`config.mk`:
```
export PLATFORM = sky130hd
export DESIGN_NAME = uart_tx_top
export DESIGN_NICKNAME = d
export VERILOG_FILES = /design/src/rtl/uart_pkg.sv /design/src/rtl/uart_tx_fifo.sv /design/src/rtl/uart_tx_top.sv
export SDC_FILE = /design/constraint.sdc
export NUM_CORES = 1
export LEC_CHECK = 0
export CORE_MARGIN = 8
export CORE_UTILIZATION = 55
export CTS_CLUSTER_SIZE = 30
export DETAILED_ROUTE_END_ITERATION = 10
export PLACE_DENSITY = 0.84
export SLEW_MARGIN = 40
export SYNTH_ARGS = -nofsm -noshare
export SYNTH_HDL_FRONTEND = slang
export SYNTH_HIERARCHICAL = 1
export SYNTH_SLANG_ARGS = --single-unit
```
`constraint.sdc`:
```
create_clock -name clk -period 5.4 [get_ports clk]
set_clock_uncertainty 0.05 [all_clocks]
set_input_delay 1.08 -clock clk [delete_from_list [all_inputs] [get_ports clk]]
set_output_delay 1.08 -clock clk [all_outputs]
set_load 0.03 [all_outputs]
```
`src/rtl/uart_pkg.sv`:
```
// Shared UART transmit definitions: register map, LCR/MCR fields, FSM states, sizing defaults.
// Pure declarations; no logic, no latency, no flow control.
package uart_pkg;

    localparam int FIFO_DEPTH_DEF = 16;
    localparam int OVERSAMPLE_DEF = 16;

    localparam logic [2:0] ADDR_THR_DLL = 3'd0;
    localparam logic [2:0] ADDR_IER_DLH = 3'd1;
    localparam logic [2:0] ADDR_LCR     = 3'd3;
    localparam logic [2:0] ADDR_MCR     = 3'd4;
    localparam logic [2:0] ADDR_LSR     = 3'd5;

    localparam int LCR_WLS_LSB = 0;
    localparam int LCR_STB     = 2;
    localparam int LCR_PEN     = 3;
    localparam int LCR_EPS     = 4;
    localparam int LCR_DLAB    = 7;
    localparam int MCR_RTS     = 1;

    typedef enum logic [2:0] {
        ST_IDLE   = 3'd0,
        ST_START  = 3'd1,
        ST_DATA   = 3'd2,
        ST_PARITY = 3'd3,
        ST_STOP   = 3'd4
    } tx_state_t;

    // Index of the last data bit: 5..8 data bits map to 4..7.
    function automatic logic [2:0] word_last(input logic [1:0] wls);
        return 3'd4 + {1'b0, wls};
    endfunction

    function automatic logic [7:0] word_mask(input logic [1:0] wls);
        return 8'hFF >> (3'd3 - {1'b0, wls});
    endfunction

endpackage

```
`src/rtl/uart_tx_fifo.sv`:
```
// Synchronous transmit FIFO with full/empty flags; head entry is readable combinationally.
// Pushes while full are dropped; a simultaneous pop and push both take effect.
module uart_tx_fifo #(
    parameter int DEPTH = 16,
    parameter int WIDTH = 8
) (
    input  logic             clk,
    input  logic             rst,
    input  logic             i_push_vld,
    input  logic [WIDTH-1:0] i_push_dat,
    input  logic             i_pop_rdy,
    output logic [WIDTH-1:0] o_pop_dat,
    output logic             o_empty,
    output logic             o_full
);

    localparam int AW = $clog2(DEPTH);
    localparam logic [AW:0] PTR_ONE = 1;

    logic [WIDTH-1:0] r_mem [DEPTH];
    logic [AW:0]      r_wr_ptr;
    logic [AW:0]      r_rd_ptr;
    logic             w_push;
    logic             w_pop;

    // The extra pointer bit distinguishes full from empty when the indices match.
    assign o_empty   = (r_wr_ptr == r_rd_ptr);
    assign o_full    = (r_wr_ptr[AW-1:0] == r_rd_ptr[AW-1:0]) && (r_wr_ptr[AW] != r_rd_ptr[AW]);
    assign w_push    = i_push_vld && !o_full;
    assign w_pop     = i_pop_rdy && !o_empty;
    assign o_pop_dat = r_mem[r_rd_ptr[AW-1:0]];

    always_ff @(posedge clk) begin
        if (w_push) begin
            r_mem[r_wr_ptr[AW-1:0]] <= i_push_dat;
        end
    end

    always_ff @(posedge clk or posedge rst) begin
        if (rst) begin
            r_wr_ptr <= '0;
            r_rd_ptr <= '0;
        end else begin
            if (w_push) r_wr_ptr <= r_wr_ptr + PTR_ONE;
            if (w_pop)  r_rd_ptr <= r_rd_ptr + PTR_ONE;
        end
    end

endmodule

```
`src/rtl/uart_tx_top.sv`:
```
// 16550-style UART transmitter: register file, TX FIFO, baud generator and framing FSM.
// Reads return next cycle; frames start on a baud tick with data queued and n_CTS low.
module uart_tx_top
    import uart_pkg::*;
#(
    parameter int FIFO_DEPTH = FIFO_DEPTH_DEF,
    parameter int OVERSAMPLE = OVERSAMPLE_DEF
) (
    input  logic       clk,
    input  logic       rst,
    input  logic [7:0] data_in,
    input  logic       wr_en,
    input  logic       rd_en,
    input  logic [2:0] address,
    input  logic       n_CTS,
    output logic [7:0] data_o,
    output logic       serial_data_out,
    output logic       n_RTS,
    output logic       tx_done
);

    localparam int OSW = $clog2(OVERSAMPLE);
    localparam logic [OSW-1:0] OS_LAST = OSW'(OVERSAMPLE - 1);
    localparam logic [OSW-1:0] OS_ONE  = 1;

    logic [7:0]     r_lcr, r_dll, r_dlh, r_ier, r_mcr, r_data_o;
    logic [15:0]    r_baud_cnt;
    logic           r_tick;
    tx_state_t      r_state;
    logic [OSW-1:0] r_os_cnt;
    logic [2:0]     r_bit_cnt;
    logic [7:0]     r_shift;
    logic [2:0]     r_frm_last;
    logic           r_frm_stb, r_frm_pen, r_par, r_serial, r_tx_done;

    logic           w_dlab, w_thr_wr, w_div_wr;
    logic [15:0]    w_divisor;
    logic           w_fifo_empty, w_fifo_full;
    logic [7:0]     w_fifo_dat, w_masked, w_rd_dat;
    logic           w_par, w_bit_end, w_stop_end, w_start;

    assign w_dlab    = r_lcr[LCR_DLAB];
    assign w_divisor = {r_dlh, r_dll};
    assign w_thr_wr  = wr_en && (address == ADDR_THR_DLL) && !w_dlab && !w_fifo_full;
    assign w_div_wr  = wr_en && w_dlab && ((address == ADDR_THR_DLL) || (address == ADDR_IER_DLH));

    uart_tx_fifo #(
        .DEPTH (FIFO_DEPTH),
        .WIDTH (8)
    ) u_fifo (
        .clk        (clk),
        .rst        (rst),
        .i_push_vld (w_thr_wr),
        .i_push_dat (data_in),
        .i_pop_rdy  (w_start),
        .o_pop_dat  (w_fifo_dat),
        .o_empty    (w_fifo_empty),
        .o_full     (w_fifo_full)
    );

    always_ff @(posedge clk or posedge rst) begin
        if (rst) begin
            r_lcr <= '0;
            r_dll <= '0;
            r_dlh <= '0;
            r_ier <= '0;
            r_mcr <= '0;
        end else if (wr_en) begin
            case (address)
                ADDR_THR_DLL: if (w_dlab) r_dll <= data_in;
                ADDR_IER_DLH: if (w_dlab) r_dlh <= data_in; else r_ier <= data_in;
                ADDR_LCR:     r_lcr <= data_in;
                ADDR_MCR:     r_mcr <= data_in;
                default:      ;
            endcase
        end
    end

    always_comb begin
        w_rd_dat = 8'h00;
        case (address)
            ADDR_THR_DLL: w_rd_dat = w_dlab ? r_dll : 8'h00;
            ADDR_IER_DLH: w_rd_dat = w_dlab ? r_dlh : r_ier;
            ADDR_LCR:     w_rd_dat = r_lcr;
            ADDR_MCR:     w_rd_dat = r_mcr;
            ADDR_LSR:     w_rd_dat = {1'b0, w_fifo_empty && (r_state == ST_IDLE), w_fifo_empty, 5'b0};
            default:      w_rd_dat = 8'h00;
        endcase
    end

    always_ff @(posedge clk or posedge rst) begin
        if (rst) begin
            r_data_o <= '0;
        end else if (rd_en) begin
            r_data_o <= w_rd_dat;
        end
    end

    // Divisor writes restart the count so the new rate takes effect cleanly.
    always_ff @(posedge clk or posedge rst) begin
        if (rst) begin
            r_baud_cnt <= '0;
            r_tick     <= 1'b0;
        end else if (w_div_wr || (w_divisor == 16'd0)) begin
            r_baud_cnt <= '0;
            r_tick     <= 1'b0;
        end else if (r_baud_cnt == w_divisor - 16'd1) begin
            r_baud_cnt <= '0;
            r_tick     <= 1'b1;
        end else begin
            r_baud_cnt <= r_baud_cnt + 16'd1;
            r_tick     <= 1'b0;
        end
    end

    assign w_masked   = w_fifo_dat & word_mask(r_lcr[LCR_WLS_LSB +: 2]);
    assign w_par      = r_lcr[LCR_EPS] ? (^w_masked) : (~^w_masked);
    assign w_bit_end  = r_tick && (r_os_cnt == OS_LAST);
    assign w_stop_end = (r_state == ST_STOP) && w_bit_end && (r_bit_cnt == {2'b00, r_frm_stb});
    assign w_start    = !w_fifo_empty && !n_CTS && (((r_state == ST_IDLE) && r_tick) || w_stop_end);

    always_ff @(posedge clk or posedge rst) begin
        if (rst) begin
            r_state    <= ST_IDLE;
            r_os_cnt   <= '0;
            r_bit_cnt  <= '0;
            r_shift    <= '0;
            r_frm_last <= '0;
            r_frm_stb  <= 1'b0;
            r_frm_pen  <= 1'b0;
            r_par      <= 1'b0;
            r_serial   <= 1'b1;
            r_tx_done  <= 1'b0;
        end else begin
            r_tx_done <= 1'b0;
            if (w_start) begin
                // Frame format is latched here so later LCR writes only affect the next frame.
                r_state    <= ST_START;
                r_serial   <= 1'b0;
                r_os_cnt   <= '0;
                r_bit_cnt  <= '0;
                r_shift    <= w_masked;
                r_frm_last <= word_last(r_lcr[LCR_WLS_LSB +: 2]);
                r_frm_stb  <= r_lcr[LCR_STB];
                r_frm_pen  <= r_lcr[LCR_PEN];
                r_par      <= w_par;
                r_tx_done  <= w_stop_end;
            end else if ((r_state != ST_IDLE) && r_tick) begin
                if (r_os_cnt != OS_LAST) begin
                    r_os_cnt <= r_os_cnt + OS_ONE;
                end else begin
                    r_os_cnt <= '0;
                    case (r_state)
                        ST_START: begin
                            r_state  <= ST_DATA;
                            r_serial <= r_shift[0];
                            r_shift  <= r_shift >> 1;
                        end
                        ST_DATA: begin
                            if (r_bit_cnt == r_frm_last) begin
                                r_bit_cnt <= '0;
                                r_state   <= r_frm_pen ? ST_PARITY : ST_STOP;
                                r_serial  <= r_frm_pen ? r_par : 1'b1;
                            end else begin
                                r_bit_cnt <= r_bit_cnt + 3'd1;
                                r_serial  <= r_shift[0];
                                r_shift   <= r_shift >> 1;
                            end
                        end
                        ST_PARITY: begin
                            r_state  <= ST_STOP;
                            r_serial <= 1'b1;
                        end
                        ST_STOP: begin
                            if (r_bit_cnt == {2'b00, r_frm_stb}) begin
                                r_state   <= ST_IDLE;
                                r_tx_done <= 1'b1;
                            end else begin
                                r_bit_cnt <= r_bit_cnt + 3'd1;
                            end
                        end
                        default: begin
                            r_state  <= ST_IDLE;
                            r_serial <= 1'b1;
                        end
                    endcase
                end
            end
        end
    end

    assign data_o          = r_data_o;
    assign serial_data_out = r_serial;
    assign tx_done         = r_tx_done;
    assign n_RTS           = ~r_mcr[MCR_RTS];

endmodule

```
==> summary.md <==
| Metric | Value |
|---|---|
| Final Power | 4650 uW |
| RSZ-0062 raised after global routing | false |
| DP HPWL | 14500 um |
| Critical path class | reg -> reg |
| Drt pass-1 iters | 5 |
| Crit. End Element | flop |
| Clock Tree Root | clkbuf_16 |
| Synth Area in Compound Gates | 0.0718 |
| GRT overflow | 0 |
| Vias in the first global route | 6387 |
| Cts hold-fix bufs | 0 |
| Clock Sinks | 229 |
| Reg2reg start | u_fifo/r_rd_ptr[2] |
| Adder and majority cell fraction of the synthesized area | 0.0107 |
| Distinct cells, synth | 68 |
| Clock power frac | 0.365 |
| Residual DRC count | 0 |
| Final Critical Period | 3.68 ns |
| Core area | 0.0188 mm2 |
| Placed cell area | 0.0109 mm2 |
| Syn Nets | 794 |
| Row cnt | 50 |
| CP Launch Point | u_fifo/r_rd_ptr[2] |
| Largest family of logic cells by synthesized area | multiplexers |
| Initial Util | 0.561 |
| Share of layout cells above drive strength 1 | 0.170 |
| GRT Overall Usage | 0.190 |
| Finished Layout Cells | 1042 |
| MaxCap Viol Count | 0 |
| Leakage | 0.00430 uW |
| Internal Power | 3390 uW |
| Switching power | 1260 uW |
| PostCTS Resize Cnt | 0 |
| Synth area leader | edfxtp_1 |
| Max Transition Viols Final | 0 |
| Hold Path Depth | 2 |
| Largest net degree at the start of global routing | 54 |
| Crit start category | flop |
| Slew HR | 0.420 |
| Full die area | 0.0238 mm2 |
| Hold_sp | r_shift[7] |
| Post-Synthesis Cells | 769 |
| Clock tree buffer depth | 3 |
| Final hold violation count | 0 |
| Setup-failing EPs final | 0 |
| Port Buf Inserts | 26 |
| DR iter-0 viols | 718 |
| Post-synthesis register bit count | 229 |
| Top cells by area, synth | edfxtp_1 (37%), dfrtp_1 (24%), mux4_2 (5.6%) |
| Top Ports | 27 |
| Initial antenna violation count | 0 |
| Cell Area, Synth | 0.0105 mm2 |
| Register area share after synthesis | 0.605 |
| Worst Max-Slew Pin Slew | 0.858 ns |
| CP arrival | 3.75 ns |
| F_max | 272 MHz |
| Antenna viol nets, final | 0 |
| Via/cell ratio | 6.18 |
| Ys flop type | edfxtp_1 |
| CTS Buf Count | 24 |
| VDD IR max | 322 uV |
| Die H | 154 um |
| Final net count | 816 |
| Peak fanout along the critical path | 36 |
| # fillers | 1357 |
| Multiplexer share of the synthesized area | 0.137 |
| Setup bufs post-CTS | 0 |
| Depth of the worst register-to-register path | 8 |
| Sw Ratio | 0.271 |
| RePlAce Congestion | 0.902 |
| Commonest cells in the netlist | edfxtp_1 (128), dfrtp_1 (100), nand2_1 (52), nor2_1 (51), xnor2_1 (49) |
| Xor/xnor share of the synthesized area | 0.0516 |
| # diodes | 0 |
| First-pass GRT wire length | 35600 um |
| Synth warn | 6 |
| Wirelength per Cell | 21.5 um |
| Fraction of post-synthesis cell area in the top cell type by area | 0.365 |
| Ys async rst share | 0.441 |
| Reg power frac | 0.480 |
| Critical Path RT | 5.48 ns |
| Number of synthesized flops with an enable pin | 128 |
| Logic gate share of total power | 0.155 |
| Top-count cell post-synth | edfxtp_1 |
| Setup_tns | 0 ns |
| Simple-gate share of the synthesized area | 0.0945 |
| Outcome | completed |
| Power Density | 396 mW/mm2 |
| Final period utilization | 0.681 |
| Clock Pin Slew Worst Setup and Hold Paths | 0.06 ns |
| TritonCTS clock tree | built |
| Worst min-delay path category | reg -> reg |
| Post-route design area | 0.0117 mm2 |
| Die width | 154 um |
| Worst-Skew Late Latency | 0.51 ns |
| Dpl cells | 999 |
| Layout Area Growth over Synthesis | 11.4% |
| H-tree depth | 1 |
| Vias | 6440 |
| Mean Syn Cell Area | 13.7 um2 |
| Routed wire length | 22400 um |
sequential cells by signal, indices dropped and copies added, names as in the netlist, 3 cells and up:
| register | count |
|---|---|
| u_fifo/r_mem | 128 |
| r_baud_cnt | 16 |
| data_o | 8 |
| r_dlh | 8 |
| r_dll | 8 |
| r_ier | 8 |
| r_lcr | 8 |
| r_mcr | 8 |
| r_shift | 8 |
| u_fifo/r_rd_ptr | 5 |
| u_fifo/r_wr_ptr | 5 |
| r_os_cnt | 4 |
| r_bit_cnt | 3 |
| r_frm_last | 3 |
| r_state | 3 |
power by group through the flow:
stage | Clock (uW) | Combinational (uW) | Sequential (uW)
2_1_floorplan | 0 | 596 | 2160
3_3_place_gp | 0 | 691 | 2240
3_5_place_dp | 0 | 715 | 2250
4_1_cts | 1720 | 723 | 2220
5_1_grt | 1790 | 797 | 2240
6_report | 1700 | 721 | 2230
cell families (layout without fill, tap and decap cells):
group	Yosys count	after routing
AO/OA/AOI/OAI	113	113
XOR/XNOR	62	62
adder cells (fa/ha/maj)	9	9
buffers and inverters	62	101
flip-flops	229	229
multiplexers	96	96
AND/OR/NAND/NOR	198	198
path summary, 6_finish.rpt:
| check | to | slack (ns) |
|---|---|---|
| min in group asynchronous | r_shift[1] | 0.92 |
| max in group asynchronous | r_baud_cnt[15] | 3.47 |
| max reg2reg | u_fifo/r_mem[11][4] | 1.72 |
| min | r_shift[7] | 0.41 |
| min reg2reg | r_shift[7] | 0.41 |
| max | u_fifo/r_mem[11][4] | 1.72 |
layer usage:
layer  vias up  GRT usage  routed length [um]
li1       2913          -                   -
met1      3248      0.252                9440
met2       243      0.313               10900
met3        36     0.0304                1460
met4         0     0.0653                 568
met5         -          0                   0
cell type report:
cell class / instances / area [um2] / share of cell area
flip-flops and latches: 229 / 6370 / 0.544
multi-input cells: 478 / 3850 / 0.329
clock buffers: 35 / 704 / 0.0601
well taps: 234 / 293 / 0.0250
repair buffers: 35 / 288 / 0.0245
clock inverters: 8 / 123 / 0.0105
inverters: 23 / 91.3 / 0.00779
critical path, cell delays in order (launching register included):
cell      delay [ns]
dfrtp_1         0.32
buf_4           0.42
xnor2_1         0.14
nand4_2         0.29
nor2_1          0.21
nor3_1          0.17
nor4bb_2        0.72
nand2_1         0.31
nor2_1          0.67
stage by stage:
step | setup slack [ns] | hold slack [ns] | util
6_report | 1.72 | 0.410 | 0.625
3_3_place_gp | 1.03 | 0.392 | 0.582
5_1_grt | 1.53 | 0.435 | 0.625
2_1_floorplan | 1.91 | 0.381 | -
3_5_place_dp | 1.34 | 0.398 | 0.581
4_1_cts | 1.79 | 0.412 | 0.625
placed cells by master, fill, tap and decap left out, types with 7 or more instances in the layout:
| cell type | instances |
|---|---|
| nand2_1 | 52 |
| edfxtp_1 | 128 |
| nor2_1 | 51 |
| mux4_2 | 26 |
| clkdlybuf4s50_1 | 18 |
| buf_2 | 8 |
| nor3_1 | 29 |
| clkbuf_1 | 7 |
| nor2b_1 | 9 |
| ha_1 | 9 |
| mux2i_1 | 19 |
| buf_4 | 9 |
| dfrtp_1 | 99 |
| xor2_1 | 13 |
| mux2_2 | 45 |
| o21ai_0 | 21 |
| nand4_1 | 10 |
| o21a_1 | 8 |
| inv_1 | 22 |
| a22oi_1 | 23 |
| clkbuf_16 | 26 |
| nand3_1 | 11 |
| xnor2_1 | 49 |
| a21oi_1 | 22 |
| and3_1 | 7 |
Power figures use the tool's default switching activity.
